File: config.mk
export PLATFORM = sky130hd
export DESIGN_NAME = frame_reader
export DESIGN_NICKNAME = d
export VERILOG_FILES = /design/src/rtl/frame_reader.sv
export SDC_FILE = /design/constraint.sdc
export NUM_CORES = 1
export LEC_CHECK = 0
export ABC_AREA = 1
export CORE_MARGIN = 3
export CORE_UTILIZATION = 55
export CTS_CLUSTER_SIZE = 28
export DETAILED_ROUTE_END_ITERATION = 10
export GPL_ROUTABILITY_DRIVEN = 0
export PLACE_DENSITY = 0.81
export SYNTH_ARGS = -nofsm -noshare
export SYNTH_HDL_FRONTEND = slang
export SYNTH_SLANG_ARGS = --single-unit
File: constraint.sdc
create_clock -name i_clk -period 7.9 [get_ports i_clk]
set_clock_uncertainty 0.1 [all_clocks]
set_input_delay 1.185 -clock i_clk [delete_from_list [all_inputs] [get_ports i_clk]]
set_output_delay 1.185 -clock i_clk [all_outputs]
set_load 0.02 [all_outputs]
File: src/rtl/frame_reader.sv
// rtl/frame_reader.sv - assembles consecutive UART bytes MSB-first into one word
// Frames are aborted when the gap between bytes exceeds TIMEOUT_CYCLES.
module frame_reader #(
  parameter int UART_BUS_SIZE    = 8,
  parameter int DATA_IN_BUS_SIZE = 32,
  parameter int TIMEOUT_CYCLES   = 50000
) (
  input  logic                        i_clk,
  input  logic                        i_reset,
  input  logic                        i_start_rd,
  input  logic                        i_rx_done,
  input  logic [UART_BUS_SIZE-1:0]    i_rx_data,
  output logic [DATA_IN_BUS_SIZE-1:0] o_data_rd,
  output logic                        o_rd_end,
  output logic                        o_timeout,
  output logic                        o_busy
);

  localparam int  BYTES   = DATA_IN_BUS_SIZE / UART_BUS_SIZE;
  localparam int  CNT_W   = $clog2(BYTES) + 1;
  localparam int  TO_W    = (TIMEOUT_CYCLES > 0) ? $clog2(TIMEOUT_CYCLES + 1) : 1;
  localparam bit  TO_EN   = (TIMEOUT_CYCLES > 0);
  localparam int  TO_LAST = (TIMEOUT_CYCLES > 0) ? TIMEOUT_CYCLES - 1 : 0;

  typedef enum logic {
    IDLE    = 1'b0,
    RECEIVE = 1'b1
  } state_t;

  state_t                      state_q, state_d;
  logic [DATA_IN_BUS_SIZE-1:0] shift_q, shift_d;
  logic [CNT_W-1:0]            byte_cnt_q, byte_cnt_d;
  logic [TO_W-1:0]             to_cnt_q, to_cnt_d;
  logic [DATA_IN_BUS_SIZE-1:0] data_q, data_d;
  logic                        rd_end_q, rd_end_d;
  logic                        timeout_q, timeout_d;
  logic                        busy_q, busy_d;

  // Shifting the full register also covers the single-byte word case,
  // where the shift drops every old bit and only the new byte remains.
  logic [DATA_IN_BUS_SIZE-1:0] shift_in;
  logic                        last_byte;
  logic                        to_expired;

  assign shift_in   = (shift_q << UART_BUS_SIZE) | DATA_IN_BUS_SIZE'(i_rx_data);
  assign last_byte  = (byte_cnt_q == CNT_W'(BYTES - 1));
  assign to_expired = (to_cnt_q == TO_W'(TO_LAST));

  always_comb begin
    state_d    = state_q;
    shift_d    = shift_q;
    byte_cnt_d = byte_cnt_q;
    to_cnt_d   = to_cnt_q;
    data_d     = data_q;
    rd_end_d   = 1'b0;
    timeout_d  = 1'b0;
    busy_d     = busy_q;
    unique case (state_q)
      IDLE: begin
        if (i_start_rd) begin
          state_d    = RECEIVE;
          shift_d    = '0;
          byte_cnt_d = '0;
          to_cnt_d   = '0;
          busy_d     = 1'b1;
        end
      end
      RECEIVE: begin
        // A strobe takes priority over an expiring timeout in the same cycle.
        if (i_rx_done) begin
          shift_d    = shift_in;
          byte_cnt_d = byte_cnt_q + CNT_W'(1);
          to_cnt_d   = '0;
          if (last_byte) begin
            data_d   = shift_in;
            rd_end_d = 1'b1;
            busy_d   = 1'b0;
            state_d  = IDLE;
          end
        end else if (TO_EN) begin
          if (to_expired) begin
            timeout_d = 1'b1;
            busy_d    = 1'b0;
            state_d   = IDLE;
          end else begin
            to_cnt_d = to_cnt_q + TO_W'(1);
          end
        end
      end
      default: begin
        state_d = IDLE;
        busy_d  = 1'b0;
      end
    endcase
  end

  always_ff @(posedge i_clk or posedge i_reset) begin
    if (i_reset) begin
      state_q    <= IDLE;
      shift_q    <= '0;
      byte_cnt_q <= '0;
      to_cnt_q   <= '0;
      data_q     <= '0;
      rd_end_q   <= 1'b0;
      timeout_q  <= 1'b0;
      busy_q     <= 1'b0;
    end else begin
      state_q    <= state_d;
      shift_q    <= shift_d;
      byte_cnt_q <= byte_cnt_d;
      to_cnt_q   <= to_cnt_d;
      data_q     <= data_d;
      rd_end_q   <= rd_end_d;
      timeout_q  <= timeout_d;
      busy_q     <= busy_d;
    end
  end

  assign o_data_rd = data_q;
  assign o_rd_end  = rd_end_q;
  assign o_timeout = timeout_q;
  assign o_busy    = busy_q;

endmodule
==> results_dict.tcl, run 1 <==
set metrics [dict create \
    status "completed" \
    drcViolationCount 0 \
    finalCritPeriodShare_pct 47.19 \
    ir_worst_vdd_mv 0.2133 \
    cp.required_ns 8.03 \
    synth_edf_count 0 \
    netlist_instances 372 \
    antenna_left 0 \
    crit_buf_inv 2 \
    post-route-cell-area_um2 4141 \
    slowest_delay_ns 0.66 \
    clkTransAtPathRegs_ns 0.08 \
    dpl_cell_area_um2 3940 \
    start_util_pct 57.62 \
    chipWidth_um 85.23 \
    first_iter_violations 119 \
    crit_end "o_data_rd[5]" \
    cts_num_sinks 79 \
    drv_slew 0 \
    synth_warnings 0 \
    hp-class "reg -> reg" \
    syn_area_um2 3452 \
    fill_cells 464 \
    ctsRootBufferMaster "clkbuf_8" \
    cpLargestDelayFamily "simple AND/OR/NAND/NOR gates" \
    postCtsResizedCells 0 \
    startpoint_type "input port" \
    synth_nets 387 \
    hold_viol_final 0 \
    grt_max_degree 80 \
    power_leakage_nw 1.866 \
    clk_latency_ns 0.35 \
    final_cells 495 \
    wire_per_inst_um 14.75 \
    cts_tree "built" \
    timing.rr.start "state_q" \
    placement.io_buffers 46 \
    worst-endpoint-arrival_ns 3.86 \
    htree_levels 3 \
    drive_gt1_share_pct 10.48 \
    rrSetupSlack_ns 4.89 \
    post-cts-setup-buffer-count 0 \
    std_cell_rows 28 \
    first_pass_iters 4 \
    avgSynthCellArea_um2 9.280 \
    hpwl_um 4852 \
    power.density_nw_per_um2 346.0 \
    rsz0062_at_grt "false" \
    setup-violations-final 0 \
    r2r_end "o_data_rd[5]" \
    slowest_stage "clkdlybuf4s50_1" \
    dpl.cell_count 479 \
    antenna_cells 0 \
    tns_ns 0 \
    crit_path_end_kind "register" \
    cts_max_path_buffers 2 \
    synth-main-ff-cell "dfrtp_1" \
    grt_overflow 0 \
    slew_headroom_pct 34.15 \
    dieArea_um2 7263 \
    die_height_um 85.23 \
    core_area_um2 5991 \
    power_mw 1.433 \
    io_pins 47 \
    num-nets-final 430 \
    crit_start "i_rx_done" \
    area_growth_pct 19.97 \
    grt_pass1_vias 2680 \
    grt_usage_pct 21.18 \
    whs_ns 0.3898 \
    cp_max_fo 65 \
    grt_first_pass_wirelength_um 12120 \
    ys_seq_area_share_pct 57.27 \
    wl_um 7300 \
    min_period_ns 3.728 \
    crit_chain "clkdlybuf4s50_1 > nand2_1 > inv_1 > nand2_2 > o21ai_0" \
    r2r_cells 4 \
    vias 2659 \
    drv_cap 0 \
    ys_seq_elements 79 \
    ctsHoldBuffers 0 \
    cts_made_buffers 9 \
    vias_per_cell 5.372 \
    fmax_mhz 268.2 \
    antenna_found_initial 0 \
    crit_type "in -> reg" \
    path_depth 5 \
    tightest_slew_ns 0.9853 \
    synth.distinct_cells 31 \
    async_reset_ff_share_pct 100.0 \
]
## routing by layer
metal  share of wire [%]  global-route usage (%)  vias to the layer above
met5                   0                       0                        -
met4                 1.6                   11.08                        0
met3                 3.4                   3.786                       10
met2                  52                   35.66                       48
met1                  43                   26.02                     1304
li1                    -                       -                     1297
## how the worst min path moves through the flow
stage               slack, ns       endpoint          start  cells past startpoint
floorplan                0.35  byte_cnt_q[0]  byte_cnt_q[0]                      1
global placement         0.36  byte_cnt_q[0]  byte_cnt_q[0]                      1
detailed placement       0.38  o_data_rd[25]  o_data_rd[25]                      2
CTS                      0.40   o_data_rd[4]   o_data_rd[4]                      2
global route             0.42   o_data_rd[7]   o_data_rd[7]                      2
finish                   0.39  o_data_rd[31]  o_data_rd[31]                      2
## cell families after synthesis
kind of cell    after synthesis  share of synthesized area, %
compound gates               76                         13.27
xor+xnor                      1                        0.2538
fa+ha+maj                     3                         1.087
buf+inv                      75                         8.844
flops                        79                         57.27
simple gates                138                         19.28
## placed cells by master (no fill, tap or decap), types with 4 or more instances in the layout
| cell type | instances |
|---|---|
| dfrtp_1 | 79 |
| nand2_1 | 75 |
| inv_1 | 56 |
| clkdlybuf4s50_1 | 46 |
| o21ai_0 | 30 |
| o22ai_1 | 25 |
| nor2_1 | 18 |
| nand4_1 | 14 |
| nand3_1 | 12 |
| clkbuf_8 | 11 |
| o21ai_2 | 9 |
| o21ai_1 | 7 |
| nand2_2 | 4 |
| nor2_2 | 4 |
## state kept, by name (all words and copies together), names as in the netlist
name / count
o_timeout: 1
state_q: 1
to_cnt_q: 16
byte_cnt_q: 3
o_busy: 1
o_data_rd: 32
shift_q: 24
o_rd_end: 1
## worst min-delay path, stage by stage, from the launching register on
cell and delay (ns):
dfrtp_1 0.35, nand2_1 0.05, o21ai_0 0.06
## per-stage QoR
step	setup slack [ns]	utilization (%)
5_1_grt	3.939	69.13
6_report	4.172	69.13
3_5_place_dp	3.854	65.77
2_1_floorplan	4.592	-
4_1_cts	4.211	69.13
3_3_place_gp	4.012	65.77
## cell type report
class	instances	area [um^2]	share of cell area, %
flip-flops and latches	79	1977	47.73
multi-input cells	218	1172	28.31
repair buffers	47	467.9	11.30
inverters	60	229.0	5.529
clock buffers	14	162.7	3.927
well taps	75	93.84	2.266
clock inverters	2	38.79	0.9366
## power breakdown
part / internal (mW) / total [mW] / switching, mW
clock network: 0.165 / 0.309 / 0.145
registers: 0.543 / 0.624 / 0.0812
logic: 0.207 / 0.500 / 0.293
total: 0.914 / 1.43 / 0.519
## synthesized netlist by cell type, types with 3 or more instances
master	instances	share of area [%]
o22ai_1	25	4.5
nand2_1	76	8.3
dfrtp_1	79	57
buf_2	10	1.4
o21ai_1	7	1.0
o21ai_2	9	2.3
nand3_1	12	1.7
nor2_2	4	0.72
nor2_4	3	0.98
ha_1	3	1.1
inv_1	57	6.2
nor2_1	18	2.0
nand4_1	14	2.5
nand2_2	3	0.54
o21ai_0	30	4.3
(Power assumes the default switching activity.)
==> run 2, diff against run 1 <==
CORE_UTILIZATION = 54   (was 55)
PLACE_DENSITY = 0.8   (was 0.81)
clock period = 3.6 ns   (was 7.9 ns; I/O delays follow)
==> run 2 against run 1 <==
Effect of this change:
- wire length is essentially flat
- critical path type unchanged
- largest cell class unchanged
- largest power group unchanged
- sequential power grew 120%
- highest routed layer unchanged
- clock power grew 92%
- sequential share of layout area hardly changed
- power increased by 110%
- register-to-register slack lost 3.6 ns
- count of clock-buffer cells in the layout is 3 lower
- via count fell by 0.49%
- die area rose by 1.7%
==> results_dict.tcl, run 2 (synthesis results as in run 1) <==
set metrics [dict create \
    cts_made_buffers 9 \
    postLayoutCoreUtil_pct 68.35 \
    crit_chain "clkdlybuf4s50_1 > nand2_1 > nand2_2 > inv_1 > a22o_1" \
    clkTransAtPathRegs_ns 0.08 \
    crit_start "i_rx_done" \
    core_area_um2 6061 \
    slew_headroom_pct 52.38 \
    ir_worst_vdd_mv 0.4997 \
    gr-usage-met3_pct 4.035 \
    dpl_worst_slack_ns 0.8686 \
    chipWidth_um 85.96 \
    fmax_mhz 423.0 \
    clk_latency_ns 0.35 \
    antenna_cells 0 \
    htree_levels 3 \
    hold_viol_final 0 \
    placement.io_buffers 46 \
    grt_first_pass_wirelength_um 12740 \
    power.density_nw_per_um2 740.6 \
    grt_util_met1_pct 28.19 \
    cp_max_fo 27 \
    crit_path_end_kind "register" \
    vias 2646 \
    die_height_um 85.96 \
    largest_reg_flops 32 \
    worst-endpoint-arrival_ns 2.51 \
    grt_overflow 0 \
    final_cells 497 \
    hp-class "reg -> reg" \
    multi_input_area_um2 1172 \
    status "completed" \
    startpoint_type "input port" \
    cts_tree "built" \
    io_pins 47 \
    use_met2_pct 36.09 \
    whs_ns 0.3840 \
    cts_num_sinks 79 \
    vias_per_cell 5.324 \
    tns_ns 0 \
    dpl_cell_area_um2 3968 \
    power_leakage_nw 1.864 \
    slowest_delay_ns 0.65 \
    std_cell_rows 28 \
    first_iter_violations 138 \
    first_pass_iters 6 \
    slowest_stage "clkdlybuf4s50_1" \
    layout_commonest_cell "dfrtp_1" \
    grt_pass1_vias 2680 \
    dieArea_um2 7388 \
    setup-violations-final 0 \
    crit_buf_inv 2 \
    post-route-cell-area_um2 4143 \
    num-nets-final 432 \
    hpwl_um 4930 \
    grt_max_degree 66 \
    fill_cells 503 \
    crit_type "in -> reg" \
    timing.rr.start "state_q" \
    antenna_found_initial 0 \
    cts_max_path_buffers 2 \
    layout_common_cells "79 x dfrtp_1, 75 x nand2_1, 56 x inv_1, 46 x clkdlybuf4s50_1, 30 x o21ai_0" \
    drcViolationCount 0 \
    tightest_slew_ns 0.7133 \
    area_growth_pct 20.01 \
    dpl.cell_count 481 \
    cp.required_ns 3.74 \
    post-cts-setup-buffer-count 0 \
    power_mw 3.068 \
    grt_usage_pct 21.84 \
    drv_cap 0 \
    ctsRootBufferMaster "clkbuf_8" \
    min_period_ns 2.364 \
    wl_um 7304 \
    top_usage_layer "met2" \
    ctsHoldBuffers 0 \
    antenna_left 0 \
    start_util_pct 56.96 \
    postCtsResizedCells 0 \
    setup_ws_ns 1.236 \
    rsz0062_at_grt "false" \
    cpLargestDelayFamily "simple AND/OR/NAND/NOR gates" \
    drive_gt1_share_pct 11.37 \
    finalCritPeriodShare_pct 65.67 \
    regArea_um2 1977 \
    drv_slew 0 \
    hp-start "byte_cnt_q[0]" \
    wire_per_inst_um 14.70 \
]
==> run 2: cell count changes in the layout (fill, tap and decap cells not counted), sizes merged <==
cell      before  now
clkbuf        14   11
buf            1    3
clkinv         3    5
clkinvlp       0    2
bufinv         1    0
==> run 2: power by group <==
group | total, mW | switching, mW | internal [mW] | leakage, nW
Sequential | 1.36 | 0.171 | 1.19 | 1.05
Combinational | 1.11 | 0.653 | 0.461 | 0.728
Clock | 0.592 | 0.324 | 0.268 | 0.0853
==> run 2: final timing paths <==
path / end / slack [ns] / cells after the start
hold reg to reg: byte_cnt_q[0] / 0.38 / 1
min in group asynchronous: to_cnt_q[4] / 0.51 / 2
hold / removal: byte_cnt_q[0] / 0.38 / 1
setup / recovery: byte_cnt_q[1] / 1.24 / 5
max in group asynchronous: o_data_rd[7] / 2.17 / 3
setup reg to reg: byte_cnt_q[1] / 1.26 / 4
==> run 2: layer usage <==
metal | vias to the layer above | part of all wire [%] | routed length (um)
met3 | 8 | 3.6 | 263
met4 | 0 | 1.1 | 82
met1 | 1292 | 44 | 3219
li1 | 1295 | - | -
met2 | 51 | 51 | 3738
met5 | - | 0 | 0
==> run 2: layout make-up <==
class,instances,area share [%]
sequential,79,47.72
inverter,60,5.527
clock inverter,5,0.8155
multi-input combinational,218,28.30
tap,75,2.265
clock buffer,11,3.413
timing repair buffer,49,11.96
==> run 3, diff against run 2 <==
clock period = 2.35 ns   (was 3.6 ns; I/O delays follow)
==> run 3 against run 2 <==
Effect of this change:
- core utilization rose by 0.47 points
- sequential cell count is the same
- register-to-register slack worse by 0.69 ns
- design area rose by 0.69%
- critical endpoint is now o_data_rd[23]
- sequential share of layout area down 0.33 points
==> results_dict.tcl, run 3 (synthesis results as in run 1) <==
set metrics [dict create \
    status "completed" \
    vias_per_cell 5.244 \
    r2r_end "o_data_rd[2]" \
    tns_ns 0 \
    r2r_cells 5 \
    antenna_left 0 \
    cts_tree "built" \
    first_iter_violations 150 \
    chipWidth_um 85.96 \
    start_util_pct 56.96 \
    power.density_nw_per_um2 1139 \
    crit_chain "clkdlybuf4s50_1" \
    layout_commonest_cell "dfrtp_1" \
    grt_overflow 0 \
    hpwl_um 4851 \
    io_pins 47 \
    dieArea_um2 7388 \
    cpLargestDelayFamily "buffers and inverters" \
    hp-class "in -> async" \
    setup-violations-final 0 \
    std_cell_rows 28 \
    worst-endpoint-arrival_ns 1.35 \
    htree_levels 3 \
    layout_common_cells "79 x dfrtp_1, 75 x nand2_1, 56 x inv_1, 46 x clkdlybuf4s50_1, 30 x o21ai_0" \
    setup_ws_ns 0.5462 \
    drv_slew 0 \
    die_height_um 85.96 \
    rrSetupSlack_ns 0.57 \
    tightest_slew_ns 0.5667 \
    min_period_ns 1.804 \
    core_area_um2 6061 \
    clkTransAtPathRegs_ns 0.08 \
    crit_path_end_kind "primary output" \
    largest_reg_flops 32 \
    vias 2622 \
    fmax_mhz 554.4 \
    hold_viol_final 0 \
    timing.rr.start "byte_cnt_q[0]" \
    dpl_worst_slack_ns 0.2274 \
    slowest_stage "clkdlybuf4s50_1" \
    crit_buf_inv 1 \
    cts_made_buffers 9 \
    area_growth_pct 20.84 \
    slew_headroom_pct 62.22 \
    cp_max_fo 2 \
    postCtsResizedCells 0 \
    drv_cap 0 \
    cp.required_ns 1.90 \
    startpoint_type "register" \
    grt_first_pass_wirelength_um 12480 \
    finalCritPeriodShare_pct 76.76 \
    dpl_cell_area_um2 3981 \
    antenna_found_initial 0 \
    grt_max_degree 66 \
    post-cts-setup-buffer-count 0 \
    wire_per_inst_um 13.92 \
    placement.io_buffers 46 \
    post-route-cell-area_um2 4172 \
    wl_um 6962 \
    first_pass_iters 4 \
    rsz0062_at_grt "false" \
    cts_max_path_buffers 2 \
    ir_worst_vdd_mv 0.7102 \
    clk_latency_ns 0.36 \
    slowest_delay_ns 0.62 \
    drive_gt1_share_pct 12.24 \
    num-nets-final 435 \
    ctsRootBufferMaster "clkbuf_8" \
    ctsHoldBuffers 0 \
    drcViolationCount 0 \
    power_leakage_nw 1.876 \
    grt_pass1_vias 2710 \
    cts_num_sinks 79 \
    grt_usage_pct 21.40 \
    crit_type "reg -> out" \
    antenna_cells 0 \
]
==> run 3: report_power, final <==
group | total, mW | switching, mW | internal (mW) | leakage, nW
clock network | 0.957 | 0.528 | 0.429 | 0.0914
registers | 2.09 | 0.269 | 1.82 | 1.05
logic | 1.70 | 0.983 | 0.720 | 0.734
total | 4.75 | 1.78 | 2.97 | 1.88
==> run 3: per-layer routing <==
layer	vias up	track usage, %	share of wire, %	wire, um
met5	-	0	0	0
met4	0	6.763	1.5	103
met3	12	6.628	3.7	256
met2	51	35.74	51	3574
met1	1256	26.59	43	3027
li1	1303	-	-	-
==> run 3: worst max-delay path by stage <==
stage	startpoint	endpoint	slack, ns	depth (start not counted)
final	o_data_rd[23]	o_data_rd[23]	0.55	1
after global routing	state_q	to_cnt_q[4]	0.42	7
after CTS	o_data_rd[28]	o_data_rd[28]	0.51	1
after detailed placement	i_rx_done	o_data_rd[2]	0.23	6
after global placement	i_rx_done	o_data_rd[31]	0.32	6
after floorplan	to_cnt_q[0]	to_cnt_q[6]	0.80	9
==> run 3: final cells by class <==
| type | count | area [um^2] |
|---|---|---|
| timing repair buffer | 52 | 505.5 |
| clock buffer | 10 | 137.6 |
| multi-input combinational | 218 | 1172 |
| inverter | 60 | 232.7 |
| clock inverter | 6 | 52.55 |
| sequential | 79 | 1977 |
| fill | 477 | 1889 |
| tap | 75 | 93.84 |
==> run 3: per-stage QoR <==
stage / std cells / util (%) / total power, mW / hold slack, ns
after floorplan: 372 / - / 3.095 / 0.3497
after global placement: 484 / 65.69 / 3.788 / 0.3651
after detailed placement: 484 / 65.69 / 3.835 / 0.3718
after CTS: 500 / 68.83 / 4.807 / 0.3672
after global routing: 500 / 68.83 / 5.071 / 0.3926
final: 500 / 68.83 / 4.751 / 0.3656
